### src/rtl/otter_pkg.sv
// Shared OTTER pipeline types: RV32I major opcodes, hazard-controller FSM states,
// and helpers that tell which source registers an opcode actually reads.
package otter_pkg;

   typedef enum logic [6:0] {
      OP_LUI    = 7'b0110111,
      OP_AUIPC  = 7'b0010111,
      OP_JAL    = 7'b1101111,
      OP_JALR   = 7'b1100111,
      OP_BRANCH = 7'b1100011,
      OP_LOAD   = 7'b0000011,
      OP_STORE  = 7'b0100011,
      OP_IMM    = 7'b0010011,
      OP_OP     = 7'b0110011,
      OP_SYSTEM = 7'b1110011
   } opcode_t;

   typedef enum logic [1:0] {
      ST_RUN      = 2'd0,
      ST_MEM_WAIT = 2'd1,
      ST_FLUSH    = 2'd2,
      ST_INTR     = 2'd3
   } hz_state_t;

   localparam logic [15:0] STALL_CNT_MAX = 16'hFFFF;

   // Upper-immediate and JAL encodings carry immediate bits where rs1 would sit.
   function automatic logic uses_rs1(input logic [6:0] op);
      case (op)
         OP_LUI, OP_AUIPC, OP_JAL: uses_rs1 = 1'b0;
         default:                  uses_rs1 = 1'b1;
      endcase
   endfunction

   function automatic logic uses_rs2(input logic [6:0] op);
      case (op)
         OP_OP, OP_STORE, OP_BRANCH: uses_rs2 = 1'b1;
         default:                    uses_rs2 = 1'b0;
      endcase
   endfunction

endpackage

### src/rtl/load_use_detect.sv
// Flags a load in execute whose destination is read by the instruction in decode.
module load_use_detect
   import otter_pkg::*;
(
   input  logic [31:0] DEC_IR,
   input  logic [31:0] EXE_IR,
   output logic        LOAD_USE
);

   logic [4:0] exe_rd_s;
   logic [4:0] dec_rs1_s;
   logic [4:0] dec_rs2_s;
   logic       rs1_hit_s;
   logic       rs2_hit_s;
   logic       unused_bits_s;

   assign exe_rd_s  = EXE_IR[11:7];
   assign dec_rs1_s = DEC_IR[19:15];
   assign dec_rs2_s = DEC_IR[24:20];

   assign rs1_hit_s = uses_rs1(DEC_IR[6:0]) && (dec_rs1_s == exe_rd_s);
   assign rs2_hit_s = uses_rs2(DEC_IR[6:0]) && (dec_rs2_s == exe_rd_s);

   // x0 never carries a value, so a load into x0 creates no dependency.
   assign LOAD_USE = (EXE_IR[6:0] == OP_LOAD) && (exe_rd_s != 5'd0) &&
                     (rs1_hit_s || rs2_hit_s);

   assign unused_bits_s = ^{DEC_IR[31:25], DEC_IR[14:7], EXE_IR[31:12]};

endmodule

### src/rtl/pipeline_hazard_ctrl.sv
// Five-stage pipeline hazard controller: memory stalls, load-use bubbles,
// two-cycle fetch squash on control transfer, and interrupt entry.
module pipeline_hazard_ctrl
   import otter_pkg::*;
(
   input  logic        clk,
   input  logic        rst_n,
   input  logic [31:0] DEC_IR,
   input  logic [31:0] EXE_IR,
   input  logic        BR_TAKEN,
   input  logic        MEM_REQ,
   input  logic        MEM_READY,
   input  logic        INTR,
   input  logic        INT_EN,
   output logic        PC_WE,
   output logic        IF_DEC_WE,
   output logic        DEC_EXE_WE,
   output logic        EXE_MEM_WE,
   output logic        MEM_WB_WE,
   output logic        IF_DEC_FLUSH,
   output logic        DEC_EXE_FLUSH,
   output logic        MEM_WB_FLUSH,
   output logic        INT_TAKEN,
   output logic [1:0]  STATE,
   output logic [15:0] STALL_CNT
);

   hz_state_t   state_r;
   hz_state_t   next_state_s;
   logic        ret_flush_r;
   logic        ret_flush_next_s;
   logic [15:0] stall_cnt_r;
   logic        load_use_s;
   logic        mem_stall_s;
   logic [4:0]  we_s;     // {PC, IF/DEC, DEC/EXE, EXE/MEM, MEM/WB}
   logic [2:0]  flush_s;  // {IF/DEC, DEC/EXE, MEM/WB}
   logic        int_taken_s;

   load_use_detect u_load_use (
      .DEC_IR   (DEC_IR),
      .EXE_IR   (EXE_IR),
      .LOAD_USE (load_use_s)
   );

   assign mem_stall_s = MEM_REQ && !MEM_READY;

   // Next-state and stage-control decode.
   always_comb begin
      next_state_s     = state_r;
      ret_flush_next_s = ret_flush_r;
      we_s             = 5'b11111;
      flush_s          = 3'b000;
      int_taken_s      = 1'b0;
      if (!rst_n) begin
         we_s         = 5'b00000;
         flush_s      = 3'b111;
         next_state_s = ST_RUN;
      end else begin
         case (state_r)
            ST_RUN: begin
               if (mem_stall_s) begin
                  we_s             = 5'b00000;
                  flush_s          = 3'b001;
                  ret_flush_next_s = 1'b0;
                  next_state_s     = ST_MEM_WAIT;
               end else if (load_use_s) begin
                  we_s    = 5'b00111;
                  flush_s = 3'b010;
               end else if (BR_TAKEN) begin
                  flush_s      = 3'b100;
                  next_state_s = ST_FLUSH;
               end else if (INTR && INT_EN) begin
                  next_state_s = ST_INTR;
               end else begin
                  next_state_s = ST_RUN;
               end
            end
            ST_MEM_WAIT: begin
               if (!MEM_READY) begin
                  we_s    = 5'b00000;
                  flush_s = 3'b001;
               end else begin
                  // A stall that interrupted a squash resumes the squash afterwards.
                  next_state_s     = ret_flush_r ? ST_FLUSH : ST_RUN;
                  ret_flush_next_s = 1'b0;
               end
            end
            ST_FLUSH: begin
               if (mem_stall_s) begin
                  we_s             = 5'b00000;
                  flush_s          = 3'b101;
                  ret_flush_next_s = 1'b1;
                  next_state_s     = ST_MEM_WAIT;
               end else begin
                  flush_s      = 3'b100;
                  next_state_s = ST_RUN;
               end
            end
            ST_INTR: begin
               int_taken_s  = 1'b1;
               flush_s      = 3'b110;
               next_state_s = ST_FLUSH;
            end
            default: begin
               next_state_s     = ST_RUN;
               ret_flush_next_s = 1'b0;
            end
         endcase
      end
   end

   assign {PC_WE, IF_DEC_WE, DEC_EXE_WE, EXE_MEM_WE, MEM_WB_WE} = we_s;
   assign {IF_DEC_FLUSH, DEC_EXE_FLUSH, MEM_WB_FLUSH}           = flush_s;
   assign INT_TAKEN = int_taken_s;
   assign STATE     = state_r;
   assign STALL_CNT = stall_cnt_r;

   // FSM state and squash-resume flag.
   always_ff @(posedge clk or negedge rst_n) begin
      if (!rst_n) begin
         state_r     <= ST_RUN;
         ret_flush_r <= 1'b0;
      end else begin
         state_r     <= next_state_s;
         ret_flush_r <= ret_flush_next_s;
      end
   end

   // Saturating count of cycles with the PC held.
   always_ff @(posedge clk or negedge rst_n) begin
      if (!rst_n) begin
         stall_cnt_r <= 16'd0;
      end else if (!we_s[4] && (stall_cnt_r != STALL_CNT_MAX)) begin
         stall_cnt_r <= stall_cnt_r + 16'd1;
      end else begin
         stall_cnt_r <= stall_cnt_r;
      end
   end

endmodule

### config.mk
export PLATFORM = sky130hd
export DESIGN_NAME = pipeline_hazard_ctrl
export DESIGN_NICKNAME = d
export VERILOG_FILES = /design/src/rtl/otter_pkg.sv /design/src/rtl/load_use_detect.sv /design/src/rtl/pipeline_hazard_ctrl.sv
export SDC_FILE = /design/constraint.sdc
export NUM_CORES = 1
export LEC_CHECK = 0
export CORE_ASPECT_RATIO = 0.5
export CORE_MARGIN = 2
export CORE_UTILIZATION = 31
export DETAILED_ROUTE_END_ITERATION = 8
export GPL_ROUTABILITY_DRIVEN = 0
export PLACE_DENSITY_LB_ADDON = 0.12
export SYNTH_ARGS = -nofsm -noshare
export SYNTH_HDL_FRONTEND = slang
export SYNTH_SLANG_ARGS = --single-unit
### constraint.sdc
create_clock -name clk -period 1.6 [get_ports clk]
set_input_delay 0.16 -clock clk [delete_from_list [all_inputs] [get_ports clk]]
set_output_delay 0.16 -clock clk [all_outputs]
set_load 0.02 [all_outputs]
==> metrics.txt, run 1 <==
chip height between 50 and 60 µm; Main synth FF type dfrtp_1; status finished, violations left; Netlist cell types 43; Bufs and invs on worst path 3; DRC viols 0; Post-Synthesis Cells 143; first-pass GRT wire length 6930 µm; CTS tree built; Layout area overhead 101%; vias in the first global route 1,546; Final Hold Viols 0; die width slightly below 100 µm; IO Pins 98; Synth Cell Area 1310 µm²; routed via count 1,499; top post-synthesis cells by area dfrtp_1 (36%), xor2_1 (10%), xnor2_1 (6.0%), nor2_1 (4.6%), nand2_1 (3.1%); maximum number of pins on one net before global-route repair 17; nets 335; minimum clock period ~1.8 ns; Core Area 3980 µm²; area share of the leading cell type in the synthesized netlist a little over a third; gr usage total 18.3%; max incr delay on CP 0.45 ns; HPWL Detailed between 3000 and 4000 µm; fmax 554 MHz; TritonCTS Sinks 19; input/output buffers 62; EDFF count, synth 0; fin crit share 113%; kind of critical path reg -> reg; H-Tree Depth 1; violation count after the first detailed-route iteration 28; overall power 2.47 mW; layout cells sized above 1 between 50% and 60%; critical path's slowest cell dfrtp_2; drt total wl 4050 µm; worst hold path class in -> async; Num CTS Buffers 3; Synth Area in Adders 0.952%; 1st-pass router iterations 4; FF-to-FF path depth 8; number of diodes 0; R2R Path Start STATE[1]; slew margin rel. 80.6%; Hold Buf Count CTS 0; wire per inst 12.8 µm; initial antenna violation count 0; clk buf depth 2; CP Data Arrival Time a little under 2 ns; Synth Area per Inst 9.19 µm²; CP Data Required Time 1.74 ns; crit-path max FO 6; Critical Path Source Type register; Vias/cell 4.74; YS warnings 0; most frequent cell after synthesis dfrtp_1; root buf cell clkbuf_8; Worst Setup EP STALL_CNT[1]; die area approximately 4800 µm²; final worst slack -0.206 ns; Peak supply drop 426 µV; Leakage 1.22 nW; FFs w/ async S/R, synth 100%; worst slew pin tran 0.288 ns; skew final 0.0131 ns; clk_lat worst skew 0.26 ns; type of destination of the critical path register; mux contribution to synthesized area 1.71%; GRT overflow 0; Starting Density 33.0%; most used cell, CP buf_6; Layout fillers 337; CP cell instances buf_6 > o21a_1 > a32oi_2 > o21ai_2 > buf_6 > buf_8 > nor2b_4 > mux2_4; Levels on crit path 8; final max-slew violation count 0; main combinational cell family by area after synthesis simple AND/OR/NAND/NOR gates; antenna viol nets, final 0; critical path's top delay family flip-flops; sequential share of the synthesized area 36.2%; FF+latch count, synth 19; PD cells between 900 and 1000 nW/µm²; Synth area leader dfrtp_1; post-synthesis simple-gate area fraction ~30%; fin util between 60% and 70%; reg2reg end STALL_CNT[1]; max-cap violations 0; critical path launch point STATE[1]; Row Count 16; count of final setup violators 21; Synthesized Nets 215; failing checks negative setup slack; unrepaired setup endpoints after global routing yes; clock slew at reported path FFs about 0.070 ns; post-synthesis compound-gate area fraction between 10% and 20%; Post-Synth XOR/XNOR Area ~16%; most frequent cells after synthesis dfrtp_1 (19), nor2_1 (16), xor2_1 (15), nand2_1 (11), xnor2_1 (9); R2R Setup Slk -0.21 ns
## power breakdown
part | total, mW | switching (mW) | internal, mW
clock network | 0.346 | 0.173 | 0.173
logic | 1.42 | 0.657 | 0.761
registers | 0.702 | 0.0906 | 0.612
total | 2.47 | 0.920 | 1.55
## worst register-to-register path, delay by kind of cell, from the launching register on
kind	cells	cell delay, ns
simple gates	1	0.12
buf+inv	3	0.39
compound gates	3	0.43
flops	1	0.45
mux	1	0.30
## cell families after synthesis
family                   count (synthesis)
multiplexers                             2
buffers and inverters                   12
XOR/XNOR                                24
flip-flops                              19
AND/OR/NAND/NOR                         66
adder cells (fa/ha/maj)                  1
AO/OA/AOI/OAI                           19
## sequential cells by signal, summed over array words and instances, names as in the netlist
register     flops
STALL_CNT       16
STATE            2
ret_flush_r      1
## metrics by stage
step           area [µm²]  setup slack [ns]  hold WS [ns]  setup TNS, ns  instances
2_1_floorplan        1370            -0.131        -0.136          -1.69        143
3_3_place_gp         2350            -0.984         0.487         -15.97        299
3_5_place_dp         2350             -1.01         0.495         -16.42        299
4_1_cts              2580            -0.233         0.312          -3.34        315
5_1_grt              2640            -0.284         0.354          -4.87        316
6_report             2640            -0.206         0.333          -3.14        316
## cell usage in the layout, fill, tap and decap left out, types with 8 or more instances in the layout
cell type / count
clkdlybuf4s50_1: 24
buf_4: 54
xor2_1: 13
dfrtp_2: 9
buf_2: 14
buf_6: 8
dfrtp_1: 10
dlygate4sd2_1: 15
nand2_1: 11
## metal layers
| layer | up-vias | share of wire [%] | global-route usage [%] | wire length [µm] |
|---|---|---|---|---|
| li1 | 746 | - | - | - |
| met1 | 703 | 44 | 23.2 | 1760 |
| met2 | 48 | 50 | 33.3 | 2030 |
| met3 | 2 | 5.8 | 2.91 | 234 |
| met4 | 0 | 0.47 | 2.86 | 19 |
| met5 | - | 0 | 0 | 0 |
## worst min-delay path by stage
stage / from / slack [ns] / endpoint / cells past startpoint
3_3_place_gp: STALL_CNT[6] / 0.49 / STALL_CNT[6] / 1
3_5_place_dp: STALL_CNT[6] / 0.49 / STALL_CNT[6] / 1
4_1_cts: rst_n / 0.31 / STATE[1] / 2
6_report: rst_n / 0.33 / STATE[1] / 2
5_1_grt: rst_n / 0.35 / STATE[1] / 2
2_1_floorplan: rst_n / -0.14 / STALL_CNT[0] / 0
## area by class of cell
class,instances,area (µm²),area share (%)
clock buffers,3,41.3,1.57
repair buffers,121,1010,38.1
multi-input cells,112,1010,38.2
clock inverters,1,5.00,0.190
inverters,6,22.5,0.854
flip-flops and latches,19,487,18.5
well taps,54,67.6,2.56
## what timing repair did
item / 4_1_cts / 5_1_grt
resized for setup: 148 / 12
pin swaps: 35 / 8
endpoints found under the hold margin: 0 / 0
endpoints found under the setup margin: 27 / 24
buffers inserted: 12 / 1
Note: power is estimated with default switching activity, not from simulation.
==> run 2, diff against run 1 <==
CORE_ASPECT_RATIO = 0.8   (was 0.5)
==> run 2 against run 1 <==
The flow finishes with violations (negative hold slack, negative setup slack). Largest cell class unchanged. Critical endpoint unchanged. Largest power group unchanged. Via count increased by 0.67%. Highest routed layer unchanged. Clock power decreased by 4%. Global-route usage decreased by 0.14 points. Power increased by 3.3%. Sequential power increased by 1%. Die area decreased by 0.59%. First-iteration DRC count increased by 120%.
==> metrics.txt, run 2 (synthesis results as in run 1) <==
HPWL Detailed 3060 µm; worst hold path class in -> async; crit-path max FO 5; final worst slack -0.146 ns; clk_lat worst skew 0.25 ns; antenna viol nets, final 0; max reg flops 16; Critical Path Source Type register; max-cap violations 0; CTS tree built; reg2reg end STALL_CNT[1]; Final Hold Viols 3; slew margin rel. about four fifths; fmax 573 MHz; gr usage total 18.2%; H-Tree Depth 1; root buf cell clkbuf_8; initial antenna violation count 0; Top Layer Used met4; Starting Density 31.8%; Sequential Power Share 27.9%; final max-slew violation count 0; nets 332; number of diodes 0; vias in the first global route 1,526; wire length on met3 196 µm; routed via count 1,509; multi-input combinational cell area ~1100 µm²; sw frac 37.4%; count of final setup violators 17; WL met1 roughly 2000 µm; input/output buffers 62; kind of critical path reg -> reg; routed wl met2 2030 µm; Layout Cells excl Fill 316; fin crit share 109%; skew final between 0.0008 and 0.0009 ns; Vias/cell 4.78; minimum clock period 1.75 ns; placed insts 300; die width ~77 µm; IO Pins 98; Peak supply drop 789 µV; hold slack -0.0269 ns; Leakage between 1 and 1.5 nW; Core Area 4130 µm²; TNS Setup -1.09 ns; Int Pwr 1.59 mW; GRT overflow 0; R2R Path Start STATE[1]; unrepaired setup endpoints after global routing yes; layout cells sized above 1 54.1%; TritonCTS Sinks 19; first-pass GRT wire length 7130 µm; CP Data Required Time 1.74 ns; 1st-pass router iterations 4; register area 487 µm²; violation count after the first detailed-route iteration 62; worst slew pin tran 0.312 ns; Logic pwr share between 50% and 60%; Row Count 21; chip height 62.2 µm; DRC viols 0; Clk network pwr share 13.0%; CP Data Arrival Time 1.89 ns; Layout fillers 353; failing checks negative hold slack, negative setup slack; clk buf depth 2; drt total wl 4210 µm; Hold Buf Count CTS 0; commonest non-fill, non-tap cell in the layout buf_4; die area 4780 µm²; PD cells 925 nW/µm²; status finished, violations left; switching pwr 0.953 mW; R2R Setup Slk -0.15 ns; clock slew at reported path FFs ~0.070 ns; Num CTS Buffers 3; FF-to-FF path depth 6; most frequent cells in the layout buf_4 (41), buf_6 (21), clkdlybuf4s50_1 (19), dlygate4sd2_1 (18); maximum number of pins on one net before global-route repair 17; Layout area overhead 110%; type of destination of the critical path register; wire per inst 13.3 µm
run 2: changes by cell type in the layout (fill, tap and decap cells not counted), moves of 3 or more:
cell,before,now
buf_6,8,21
nor3_4,2,5
dlygate4sd2_1,15,18
clkdlybuf4s50_1,24,19
buf_4,54,41
run 2: worst max-delay path by stage:
stage | start | endpoint | cells after the start
2_1_floorplan | STATE[0] | STALL_CNT[4] | 7
3_5_place_dp | DEC_IR[6] | IF_DEC_FLUSH | 8
6_report | STATE[1] | STALL_CNT[1] | 6
5_1_grt | STATE[1] | IF_DEC_WE | 5
3_3_place_gp | DEC_IR[6] | IF_DEC_FLUSH | 8
4_1_cts | STATE[1] | DEC_EXE_FLUSH | 4
run 2: power groups by stage:
stage | clock network [mW] | registers [mW] | logic [mW]
after floorplan | 0 | 0.898 | 0.385
after global placement | 0 | 0.699 | 1.28
after detailed placement | 0 | 0.706 | 1.30
after CTS | 0.341 | 0.699 | 1.43
after global routing | 0.357 | 0.723 | 1.62
final | 0.331 | 0.711 | 1.50
run 2: final cells by class:
cell class              instances  area share [%]
clock buffers                   4            1.64
inverters                       6           0.909
multi-input cells             112            39.5
flip-flops and latches         19            17.7
well taps                      57            2.59
repair buffers                118            37.7
run 2: through the flow:
step / power [mW] / util [%] / cell area, µm² / worst slack [ns]
floorplan: 1.28 / - / 1370 / -0.131
global placement: 1.98 / 57.0 / 2350 / -0.963
detailed placement: 2.00 / 57.0 / 2350 / -0.968
CTS: 2.47 / 63.4 / 2620 / -0.152
global route: 2.70 / 66.8 / 2750 / -0.214
finish: 2.55 / 66.8 / 2750 / -0.146
run 2: repair_timing:
action	4_1_cts	5_1_grt
pin swaps	33	15
endpoints found under the setup margin	27	28
gates resized for setup	152	39
setup buffers	8	5
run 2: per-layer routing:
layer,up-vias,track usage (%)
met1,729,24.8
met4,0,1.36
li1,737,-
met5,-,0
met2,39,30.5
met3,4,4.65
run 2: critical path, stage by stage, from the launching register on:
cell and delay [ns]:
dfrtp_2 0.46, o21a_1 0.20, a32oi_2 0.23, o21ai_4 0.13, buf_6 0.16, nor2b_4 0.14, mux2_4 0.31
